### src/rtl/pipeline_elastic_fifo.sv
// First-word-fall-through elastic buffer with a registered head word.
// Sits behind the pipeline flop stage and absorbs downstream stalls so
// the upstream register stages can run freely. All outputs come straight
// from flops, so there is no combinational path from out_ready or in_valid
// to any output.
module pipeline_elastic_fifo #(
   parameter int DataWidth        = 64,
   parameter int Depth            = 4,
   parameter int AlmostFullThresh = 3,
   parameter int CountWidth       = $clog2(Depth) + 1
) (
   input  logic                  clk,
   input  logic                  rst,
   input  logic                  flush,
   input  logic                  in_valid,
   output logic                  in_ready,
   input  logic [DataWidth-1:0]  in_data,
   output logic                  out_valid,
   input  logic                  out_ready,
   output logic [DataWidth-1:0]  out_data,
   output logic [CountWidth-1:0] count,
   output logic                  almost_full,
   output logic                  empty
);

   localparam int PtrW = $clog2(Depth);
   localparam logic [CountWidth-1:0] DepthC  = CountWidth'(Depth);
   localparam logic [CountWidth-1:0] ThreshC = CountWidth'(AlmostFullThresh);
   localparam logic [CountWidth-1:0] OneC    = CountWidth'(1);
   localparam logic [PtrW-1:0]       PtrOneC = PtrW'(1);

   // Storage array; never reset, only the pointers and count define validity.
   logic [DataWidth-1:0] mem_q [Depth];

   logic [PtrW-1:0]       wr_ptr_q, wr_ptr_d;
   logic [PtrW-1:0]       rd_ptr_q, rd_ptr_d;
   logic [PtrW-1:0]       rd_ptr_nxt;
   logic [CountWidth-1:0] count_q, count_d;
   logic [DataWidth-1:0]  head_q, head_d;
   logic                  out_valid_q, out_valid_d;
   logic                  in_ready_q, in_ready_d;
   logic                  almost_full_q, almost_full_d;
   logic                  empty_q, empty_d;

   logic push;
   logic pop;

   assign push       = in_valid & in_ready_q;
   assign pop        = out_valid_q & out_ready;
   assign rd_ptr_nxt = rd_ptr_q + PtrOneC;

   // Next-state computation: pointers, occupancy, head word and flags.
   always_comb begin
      wr_ptr_d      = wr_ptr_q;
      rd_ptr_d      = rd_ptr_q;
      count_d       = count_q;
      head_d        = head_q;
      out_valid_d   = out_valid_q;
      in_ready_d    = in_ready_q;
      almost_full_d = almost_full_q;
      empty_d       = empty_q;

      if (push) begin
         wr_ptr_d = wr_ptr_q + PtrOneC;
      end
      if (pop) begin
         rd_ptr_d = rd_ptr_nxt;
      end

      if (push && !pop) begin
         count_d = count_q + OneC;
      end else if (pop && !push) begin
         count_d = count_q - OneC;
      end

      // The head register mirrors the oldest entry. It only ever loads
      // in_data on an accepted push, so an X on in_data while in_valid is
      // low cannot reach out_data.
      if (pop && (count_q > OneC)) begin
         head_d = mem_q[rd_ptr_nxt];
      end else if (push && ((count_q == '0) || (pop && (count_q == OneC)))) begin
         head_d = in_data;
      end

      if (flush) begin
         wr_ptr_d = '0;
         rd_ptr_d = '0;
         count_d  = '0;
         head_d   = '0;
      end

      out_valid_d   = (count_d != '0);
      empty_d       = (count_d == '0);
      in_ready_d    = (count_d != DepthC);
      almost_full_d = (count_d >= ThreshC);
   end

   // Control and head registers; rst wins over flush and any handshake.
   always_ff @(posedge clk) begin
      if (rst) begin
         wr_ptr_q      <= '0;
         rd_ptr_q      <= '0;
         count_q       <= '0;
         head_q        <= '0;
         out_valid_q   <= 1'b0;
         in_ready_q    <= 1'b1;
         almost_full_q <= 1'b0;
         empty_q       <= 1'b1;
      end else begin
         wr_ptr_q      <= wr_ptr_d;
         rd_ptr_q      <= rd_ptr_d;
         count_q       <= count_d;
         head_q        <= head_d;
         out_valid_q   <= out_valid_d;
         in_ready_q    <= in_ready_d;
         almost_full_q <= almost_full_d;
         empty_q       <= empty_d;
      end
   end

   // Write accepted words into storage; a push in a reset/flush cycle is dropped.
   always_ff @(posedge clk) begin
      if (push && !rst && !flush) begin
         mem_q[wr_ptr_q] <= in_data;
      end
   end

   assign in_ready    = in_ready_q;
   assign out_valid   = out_valid_q;
   assign out_data    = head_q;
   assign count       = count_q;
   assign almost_full = almost_full_q;
   assign empty       = empty_q;

endmodule

### config.mk
export PLATFORM = sky130hd
export DESIGN_NAME = pipeline_elastic_fifo
export DESIGN_NICKNAME = d
export VERILOG_FILES = /design/src/rtl/pipeline_elastic_fifo.sv
export SDC_FILE = /design/constraint.sdc
export NUM_CORES = 1
export LEC_CHECK = 0
export BUFFER_PORTS_ARGS = -buffer_cell sky130_fd_sc_hd__buf_2
export CORE_MARGIN = 3
export CORE_UTILIZATION = 60
export CTS_CLUSTER_DIAMETER = 60
export DETAILED_ROUTE_END_ITERATION = 10
export PLACE_DENSITY = 0.91
export REMOVE_ABC_BUFFERS = 1
export SLEW_MARGIN = 20
export SYNTH_ARGS = -nofsm -noshare
export SYNTH_HDL_FRONTEND = slang
export SYNTH_SLANG_ARGS = --single-unit
### constraint.sdc
create_clock -name clk -period 8 [get_ports clk]
set_input_delay 0 -clock clk [delete_from_list [all_inputs] [get_ports clk]]
set_output_delay 0 -clock clk [all_outputs]
set_load 0.05 [all_outputs]
; After elaboration in Yosys (flattened, before gate mapping)
; Memory sizes are Yosys's and may differ from the RTL's.
; Cells that the tools add are included.
[op_classes]
n_addsub = 4
eq_ne = 2
reduce_logical = 17
magnitude_cmp = 2
bitwise = 2
muxes = 7
[op_table]
columns = cell, n
row1 = two-way mux 64 bit, 2
row2 = two-way mux 3 bit, 3
row3 = logical AND 1 bit, 7
row4 = zero test 3 bit, 2
row5 = adder 2 x 1 -> 2 bit (second input constant), 2
row6 = zero test 1 bit, 4
row7 = adder 3 x 1 -> 3 bit (second input constant), 1
row8 = equality test 3 x 1 -> 1 bit (second input constant), 1
row9 = >= comparator 3 x 2 -> 1 bit (second input constant), 1
row10 = greater-than comparator 3 x 1 -> 1 bit (second input constant), 1
row11 = inequality test 3 bit (second input constant), 1
row12 = nonzero test 3 bit, 1
row13 = subtractor 3 x 1 -> 3 bit (second input constant), 1
row14 = bitwise AND 1 bit, 2
row15 = two-way mux 1 bit, 2
row16 = nonzero test 2 bit, 1
row17 = OR reduction 2 bit, 1
row18 = logical OR 1 bit, 1
[word_totals]
register_bits = 75
ramBits = 256
out_inout_bits = 71
mem_count = 1
[mem_list]
columns = name, depth, width, rd, rd_ports_with_merged_regs, write_ports, line_no
row1 = mem_q, 4, 64, 1, 0, 1, 33  ; logic [DataWidth-1:0] mem_q [Depth];

; Logic depth before layout (Yosys ltp)
; Gate-level depths: netlist (run 1).
[depth]
depth_word = 7
mapped_depth = 8

; Least setup slack after synthesis (run 1)
; OpenSTA, ideal clock, no wires.
[synth_path]
path_kind = register to register
startpoint = register in_ready_q, in the netlist in_ready
endpoint = memory mem_q[0][0], enable pin
t_arrival_ps = 2579
synth_period_minus_slack_ps = 3008
required_ps = 7571
setup_slack_ps = 4992
stages_incl_launch_ff = 4
path_cell_list = dfxtp_1 > and2_1 > buf_2 > and3_1
[synth_between]
elab_chain_cells = 5
[synth_lines]
columns = element, line_no
row1 = from (decl), 41  ; logic in_ready_q, in_ready_d;
row2 = from (signal assigned), 115  ; in_ready_q <= in_ready_d;
row3 = bitwise AND 1 bit, 48  ; assign push = in_valid & in_ready_q;
row4 = logical AND 1 bit (2 in series), 123  ; if (push && !rst && !flush) begin
row5 = two-way mux 1 bit, 123
row6 = two-way mux 1 bit (implied by the code), 124  ; mem_q[wr_ptr_q] <= in_data;
row7 = to (decl), 33
; No other way between the ends.

; Final worst setup path (run 1)
[layout_path]
startpoint = register count_q[1], in the netlist count[1]
endpoint = register head_q[50], in the netlist out_data[50]
[layout_between]
elab_chain_cells = 5
elab_cells_between_ends = 9
cone_classes = 1 x order compare / 1 x eq/ne / 1 x mux / 6 x reduce/logical
[layout_lines]
columns = element, line_no
row1 = from (decl), 38  ; logic [CountWidth-1:0] count_q, count_d;
row2 = from (signal assigned), 112  ; count_q <= count_d;
row3 = branches (longest 5 deep; another with greater-than comparator 3 x 1 -> 1 bit), n/a
row4 = to (signal assigned), 104  ; head_q <= '0;
row5 = to (signal assigned), 113  ; head_q <= head_d;
row6 = to (decl), 39  ; logic [DataWidth-1:0] head_q, head_d;
; Parallel ways; which one is timed is not known.
; A chain may end at the register's enable or synchronous reset.

==> impl_summary.md, run 1 <==
Critical path
The delay of the slowest cell on the worst path is 0.51 ns. In this run the worst path has a maximum fanout of 62. The number of buffers and inverters on the critical path is 3.

Data arrives at the worst endpoint at 3.04 ns. The signal on the critical path passes through inv_1 -> ha_1 -> o21ba_1 -> o21ai_4 -> buf_4 -> buf_12 -> o21ai_0 -> a31oi_1. The required time at the endpoint of the critical path is about 8.5 ns. STA classifies the critical path startpoint as a register. The worst setup path is captured at a register. The standard cell with the maximum stage delay on the critical path is sky130_fd_sc_hd__buf_4. On the critical path the largest part of the delay comes from buffers and inverters. The critical path in this run is classified as reg -> reg. The slack of the worst reg-to-reg path is 5.42 ns.

Synth
The dominant cell by count in the synthesized netlist is sky130_fd_sc_hd__edfxtp_1. Of the synthesized area, sequential elements account for 0.7348. Counting flops with an async set or reset pin after synthesis yields a share of 0. After synthesis, the most frequently instantiated cells are sky130_fd_sc_hd__edfxtp_1 (256), sky130_fd_sc_hd__nand2_1 (132), sky130_fd_sc_hd__dfxtp_1 (75), sky130_fd_sc_hd__a31oi_1 (66), sky130_fd_sc_hd__o21ai_0 (66).

Summed over all instances, the cell type with the most area after synthesis is sky130_fd_sc_hd__edfxtp_1. By area the synthesized netlist is led by sky130_fd_sc_hd__edfxtp_1 (61%), sky130_fd_sc_hd__dfxtp_1 (12%), sky130_fd_sc_hd__mux4_2 (12%). The post-synthesis cell type count is 34. The average cell area after synthesis is 16.43 um^2.

The share of synthesized area in the top cell type comes to 0.6148. For this run, the number of Yosys warnings is 0. The post-synth design cell area is 12500 um^2. After synthesis the netlist holds a flip-flop and latch count of 331. Synthesis produced a netlist whose cell count is 761.

The number of synthesized flops with an enable pin is 256. In the synthesized netlist the dominant register cell turns out to be sky130_fd_sc_hd__edfxtp_1.

CTS
The number of CTS-inserted buffers is 31. The count of hold buffers inserted by post-cts repair is between 60 and 70. The clock drives around 330 sinks.

TritonCTS built the clock tree. In this run the number of H-tree levels came out at 1. The clock root buffer master is sky130_fd_sc_hd__clkbuf_16.

Counting along the longest clock path gives a buffer depth of 3. Once the clock tree was built, the setup fixing pass inserted 0 buffers. In this run, post-CTS repair resized a total of 0 instances. The worst-skew pair later-pin latency is approximately 0.54 ns. The clock-pin transition on the worst setup and hold timing paths is 0.06 ns.

Die
The effective utilization at floorplan is 0.6140. During I/O placement, the number of pins put on the boundary was 140. The number of standard-cell rows in the floorplan is 52. The core region is 20360 um^2. The overall die width is between 150 and 200 um. The die covers about 23000 um^2. The height of the die is 150.4 um.

Timing
The relative slew slack is 0.3166. The final setup skew is 0.008544 ns. On the final layout, the worst hold slack is 0.2246 ns.

The total count of max-transition violations in the final report is 0. The final clock period utilization by the worst path is 0.3226. For this run, the top clock speed supported by timing is 387.5 MHz. The final period demand of the worst path is about 2.6 ns. The final setup violation count is 0. The transition time at the pin with the least slew margin is 1.025 ns. The hold violation total from the final report is 0. The final setup TNS is 0 ns. Setup repair after global routing left no endpoint under its margin.

Pwr
The worst-case IR drop observed on VDD is 0.1851 mV. Summed over all cells, the static leakage comes to 5.162 nW. For this design the ratio of total power to cell area is between 200 and 250 nW/um^2.

Detailed routing
In the final routed layout, each cell accounts on average for 21.19 um. The average via count per standard cell is around 6. The number of detailed-route iterations in the first pass is 5. Detailed routing inserted a total of 7425 vias. In this run, the number of DRC markers left after iteration 0 of detailed routing was approximately 700. The number of nets with antenna violations after detailed routing is 0. The routed design has 26.49 mm of wire.

After detailed routing, the number of remaining DRC violations is 0.

Place
Routability-driven placement finished with a final weighted congestion of ~0.77. The wire-length estimate of the detail-placed layout is 13.64 mm. Buffers placed on the I/O ports in this run total 139.

Layout
The number of antenna diodes in the final layout is 0. The multi-input logic area is 3098 um^2. Summing all flip-flop and latch instances after layout gives 9196 um^2. The proportion of layout cells with a drive suffix above 1 is 0.2765. The number of filler cells placed in the layout is 1209. The final net count is 1033. Compared with the post-synthesis result, the final layout area differs by 20.45%.

Global route
The all-layer global routing usage is 0.2385. The largest net degree at the start of global routing is 113. The via count of the first global-routing pass was 7727. The global-route congestion overflow total is 0.

The first-pass GRT wire length is 41.71 mm. The number of antenna violations at the first check in global routing came to 0.

Flow run
Max-cap violations in this run came to 0.

Hold path
The type of the worst min-delay path is in -> reg.

Run status
The flow ran to the end, and the final reports show no timing, DRC or antenna violations.
state kept, by name (all words and copies together) (netlist names):
signal       flops
mem_q          256
out_data        64
count            3
rd_ptr_q         2
wr_ptr_q         2
almost_full      1
empty            1
in_ready         1
out_valid        1
logic make-up (layout without fill, tap and decap cells):
group | Yosys count | in the layout | share of synthesized area
adders and majority gates | 9 | 9 | 0.008906
AOI/OAI and AO/OA | 140 | 140 | 0.06444
muxes | 66 | 66 | 0.1169
and+or+nand+nor | 153 | 153 | 0.04973
DFF | 331 | 331 | 0.7348
buffers and inverters | 57 | 276 | 0.02061
xor gates and xnor gates | 5 | 5 | 0.004603
metrics by stage:
step	util	total power [mW]	area, um^2	worst slack [ns]	cells
3_3_place_gp	0.6574	2.160	13390	5.390	1124
5_1_grt	0.7396	3.673	15060	5.189	1250
3_5_place_dp	0.6574	2.169	13390	5.311	1124
6_report	0.7396	3.559	15060	5.420	1250
4_1_cts	0.7386	3.572	15040	5.201	1249
2_1_floorplan	-	2.077	12270	2.640	710
report_power, final:
| part | internal (mW) | switching [mW] | total (mW) |
|---|---|---|---|
| sequential | 1.88 | 0.0198 | 1.90 |
| combinational | 0.0839 | 0.175 | 0.259 |
| clock | 0.790 | 0.608 | 1.40 |
cell type report:
| type | count | area share |
|---|---|---|
| Clock buffer | 36 | 0.05408 |
| Clock inverter | 21 | 0.01055 |
| Inverter | 6 | 0.001495 |
| Multi-Input combinational cell | 373 | 0.2057 |
| Sequential cell | 331 | 0.6106 |
| Tap cell | 270 | 0.02243 |
| Timing Repair Buffer | 213 | 0.09520 |
layer usage:
layer  global-route usage  routed length (um)
met4              0.07182                 466
met1               0.3287               10850
met2               0.3987               13330
met3              0.03883                1842
met5                    0                   0
path summary, 6_finish.rpt:
| check | to | start | cells after the start |
|---|---|---|---|
| setup / recovery | out_data[50]$_SDFFE_PP0P_ | count[1]$_SDFF_PP0_ | 8 |
| hold / removal | mem_q[0][42]$_DFFE_PP_ | in_data[42] | 2 |
| setup reg to reg | out_data[50]$_SDFFE_PP0P_ | count[1]$_SDFF_PP0_ | 8 |
| hold reg to reg | out_data[61]$_SDFFE_PP0P_ | out_data[61]$_SDFFE_PP0P_ | 2 |
cells in the final DEF, fill, tap and decap left out, types with 4 or more instances in the layout:
cell and count:
sky130_fd_sc_hd__clkinv_2 7, sky130_fd_sc_hd__nor2_1 5, sky130_fd_sc_hd__edfxtp_1 256, sky130_fd_sc_hd__dfxtp_1 73, sky130_fd_sc_hd__buf_2 139, sky130_fd_sc_hd__clkinvlp_4 5, sky130_fd_sc_hd__mux4_2 64, sky130_fd_sc_hd__and3_4 4
sky130_fd_sc_hd__inv_1 5, sky130_fd_sc_hd__a31oi_1 66, sky130_fd_sc_hd__o21ai_0 66, sky130_fd_sc_hd__buf_4 5, sky130_fd_sc_hd__ha_1 8, sky130_fd_sc_hd__nand2_1 132, sky130_fd_sc_hd__dlygate4sd3_1 68, sky130_fd_sc_hd__clkbuf_16 31
sky130_fd_sc_hd__clkinv_1 7
(Power assumes the default switching activity.)
==> inputs of run 2 (changes only) <==
Settings changed: CORE_UTILIZATION 60 to 52, PLACE_DENSITY 0.91 to 0.85.
Clock period 8 ns to 2.3 ns, I/O delays scaled along.
==> run 2 against run 1 <==
- critical path depth fell by 1
- utilization is 8.1 points lower
- global-route usage fell by 2.7 points
- worst setup slack lost 5.2 ns
- first-iteration DRC count grew 19%
- largest cell class unchanged
==> impl_summary.md, run 2 (synthesis results as in run 1) <==
Run status
The flow ran to the end, and the final reports show no timing, DRC or antenna violations.

Pwr
The logic gate share of total power is 0.072 (about the same). The power share of the sequential group is 0.506 (-0.028). The internal power of the cells is 10.24 mW (+270%). The reported leakage power is 5.352 nW (+3.7%).

The clock network power share is 0.422 (+0.029). The share of total power consumed by net switching is 0.2152 (-0.01056). The maximum VDD drop is 0.6411 mV (+250%). The power density normalized to cell area came to 841.6 nW/um^2 (+260%). The net switching power figure is 2.808 mW (+250%).

Global route
The number of antenna violations at the first check in global routing is 2 (+2). The global-route congestion overflow total is 0 (unchanged). The first-pass GRT wire length was 43.01 mm (+3.1%).

The largest net degree at the start of global routing is 81 (-28%). The all-layer global routing usage is 0.2115 (-0.02698). The via count of the first global-routing pass is 7958 (+3.0%).

Timing
The final setup violation count came to 0 (unchanged). The transition time at the pin with the least slew margin is 0.4849 ns (-0.5402 ns). The relative slew slack came to 0.6767 (+0.3602).

The hold violation total from the final report was 0 (unchanged). The final setup skew is 0.01521 ns (+0.006663 ns). Setup repair after global routing left no endpoint under its margin. The total count of max-transition violations in the final report is 0 (unchanged). The highest clock rate is 476.1 MHz (+23%). The final setup TNS is 0 ns (unchanged). The final period demand of the worst path was 2.100 ns (-0.4801 ns).

The final clock period utilization by the worst path is 0.9132 (+0.5906). The final hold slack is 0.05273 ns (-0.1718 ns).

Die
The effective utilization at floorplan is 0.5311 (-0.08289). The area of the core region was 23540 um^2 (+16%). The overall die width was 161.1 um (+7.1%).

The number of top-level design ports is 140 (unchanged). The height of the die is 161.1 um (+7.1%). The die area is 25940 um^2 (+15%). The number of standard-cell rows in the floorplan came to 56 (+7.7%).

Critical path
The startpoint of the worst register-to-register path is count[1]$_SDFF_PP0_. In this run the critical register-to-register path is captured at out_data[62]$_SDFFE_PP0P_. The startpoint-to-endpoint class of the critical path is reg -> reg. The critical path goes through inv_1 -> ha_1 -> a31oi_1 -> or3_2 -> buf_4 -> nand2_1 -> a31oi_1. In this design, the largest share of critical-path delay is due to buffers and inverters. The slack of the worst reg-to-reg path is 0.20 ns (-5.22 ns). The number of cells traversed by the worst register-to-register path is 7 (-1).

The worst setup path is launched from a register. The number of buffers and inverters on the critical path came to 2 (-1). The maximum net fanout on the critical path came to 35 (-44%). The delay of the slowest cell on the worst path is 0.42 ns (-0.09 ns).

The standard cell with the maximum stage delay on the critical path is sky130_fd_sc_hd__buf_4. The cell that appears most often on the critical path is sky130_fd_sc_hd__a31oi_1. The arrival time reported for the critical path endpoint is 2.52 ns (-0.52 ns). The required time at the endpoint of the critical path was 2.72 ns (-5.74 ns).

The critical path endpoint category is a register.

Detailed routing
The violation count after the first detailed-routing iteration is 827 (+19%). The wire length per cell is 20.53 um (-3.1%). The number of nets with antenna violations after detailed routing came to 0 (unchanged).

The post-detailed-route DRC marker count came to 0 (unchanged). The routed wire length is 27.08 mm (+2.2%). The number of detailed-route iterations in the first pass was 7 (+2). The average via count per standard cell is 5.722 (-3.7%). The routed via count was 7547 (+1.6%).

Place
The total instance count after detailed placement is 1188 (+5.7%). The sum of net half-perimeters after detailed placement was 14.42 mm (+5.7%). The final RePlAce weighted congestion was 0.7576 (-1.5%). The quantity of I/O buffers inserted on ports is 139 (unchanged).

Hold path
The path class of the tightest hold or removal check is in -> reg. The count of cells along the worst hold path is 4 (+2). The worst hold path begins at in_valid. The path with the worst hold slack has its endpoint at wr_ptr_q[1]$_SDFFE_PP0P_.

Layout
The final net count was 1050 (+1.6%). The most common library cell in the layout ignoring fill and taps is sky130_fd_sc_hd__edfxtp_1. The number of flip-flops under the largest register name is 256 (unchanged). The number of standard cells in the layout, taps in and fillers out came to 1319 (+5.5%). From synthesis to final layout, the design area changed by 24.01%.

The register containing the most flip-flops in the final layout is mem_q. The proportion of layout cells with a drive suffix above 1 came to 0.2863 (+0.009756). In the layout the commonest cells are sky130_fd_sc_hd__edfxtp_1 (256), sky130_fd_sc_hd__buf_2 (139), sky130_fd_sc_hd__nand2_1 (132).

Flow run
The number of maximum-capacitance violations is 0 (unchanged).

CTS
The worst-skew pair later-pin latency is 0.50 ns (-0.04 ns). The number of buffers between clock root and the deepest sink is 3 (unchanged). The CTS tree is built. The clock root buffer master is sky130_fd_sc_hd__clkbuf_16. The H-tree level count came to 2 (+1). The clock-pin transition on the worst setup and hold timing paths came to 0.06 ns (about the same). The number of clock sinks seen by CTS is 331 (unchanged). The number of CTS-inserted buffers is 34 (+9.7%). The post-cts sizing count is 0 (unchanged).
==> run 2: cell types whose count changed in the layout (fill, tap and decap cells not counted), moves of 3 or more <==
cell	delta
sky130_fd_sc_hd__clkinv_1	-7
sky130_fd_sc_hd__buf_12	+9
sky130_fd_sc_hd__clkbuf_16	+6
sky130_fd_sc_hd__clkinv_2	-3
sky130_fd_sc_hd__buf_4	+5
sky130_fd_sc_hd__clkinvlp_4	-4
sky130_fd_sc_hd__clkbuf_1	+11
==> run 2: what timing repair did <==
action / CTS / global route
setup endpoints to repair: 0 / 0
hold endpoints to repair: 328 / 0
hold buffers: 68 / 0
buffers inserted: 0 / 0
==> run 2: power groups by stage <==
stage	Clock [mW]	Sequential, mW	Combinational (mW)
floorplan	0	6.93	0.292
global placement	0	6.72	0.820
detailed placement	0	6.73	0.848
CTS	5.61	6.60	0.944
global route	5.85	6.61	1.02
finish	5.51	6.60	0.946
==> run 2: worst max path at each step <==
stage,startpoint,to,slack [ns],depth (start not counted)
2_1_floorplan,count[0]$_SDFF_PP0_,out_data[0]$_SDFFE_PP0P_,-3.06,5
3_3_place_gp,count[1]$_SDFF_PP0_,out_data[34]$_SDFFE_PP0P_,0.37,7
3_5_place_dp,count[1]$_SDFF_PP0_,out_data[45]$_SDFFE_PP0P_,0.22,7
4_1_cts,count[1]$_SDFF_PP0_,out_data[62]$_SDFFE_PP0P_,0.15,7
5_1_grt,count[1]$_SDFF_PP0_,out_data[62]$_SDFFE_PP0P_,0.03,7
6_report,count[1]$_SDFF_PP0_,out_data[62]$_SDFFE_PP0P_,0.20,7
==> run 2: cell type report <==
cell class | instances | area [um^2]
fill | 1619 | 8035
clock inverter | 8 | 117.6
tap | 319 | 399.1
sequential | 331 | 9196
clock buffer | 54 | 1020
inverter | 6 | 22.52
multi-input combinational | 373 | 3098
antenna | 1 | 2.502
timing repair buffer | 227 | 1652
==> run 2: through the flow <==
| stage | cell area, um^2 | setup WS, ns | util | power, mW |
|---|---|---|---|---|
| global route | 15510 | 0.02854 | 0.6587 | 13.48 |
| finish | 15510 | 0.1996 | 0.6587 | 13.05 |
| global placement | 13690 | 0.3725 | 0.5814 | 7.540 |
| floorplan | 12270 | -3.060 | - | 7.226 |
| detailed placement | 13690 | 0.2236 | 0.5814 | 7.573 |
| CTS | 15500 | 0.1528 | 0.6586 | 13.15 |
==> run 2: worst register-to-register path, stage by stage (launching register included) <==
cell,delay (ns)
sky130_fd_sc_hd__dfxtp_1,0.41
sky130_fd_sc_hd__inv_1,0.13
sky130_fd_sc_hd__ha_1,0.21
sky130_fd_sc_hd__a31oi_1,0.30
sky130_fd_sc_hd__or3_2,0.20
sky130_fd_sc_hd__buf_4,0.42
sky130_fd_sc_hd__nand2_1,0.15
sky130_fd_sc_hd__a31oi_1,0.21
==> run 2: per-layer routing <==
| layer | share of wire | up-vias | track usage |
|---|---|---|---|
| met3 | 0.067 | 45 | 0.03873 |
| li1 | - | 3385 | - |
| met2 | 0.51 | 309 | 0.3603 |
| met4 | 0.022 | 2 | 0.06961 |
| met5 | 0.00048 | - | 0 |
| met1 | 0.40 | 3806 | 0.2789 |
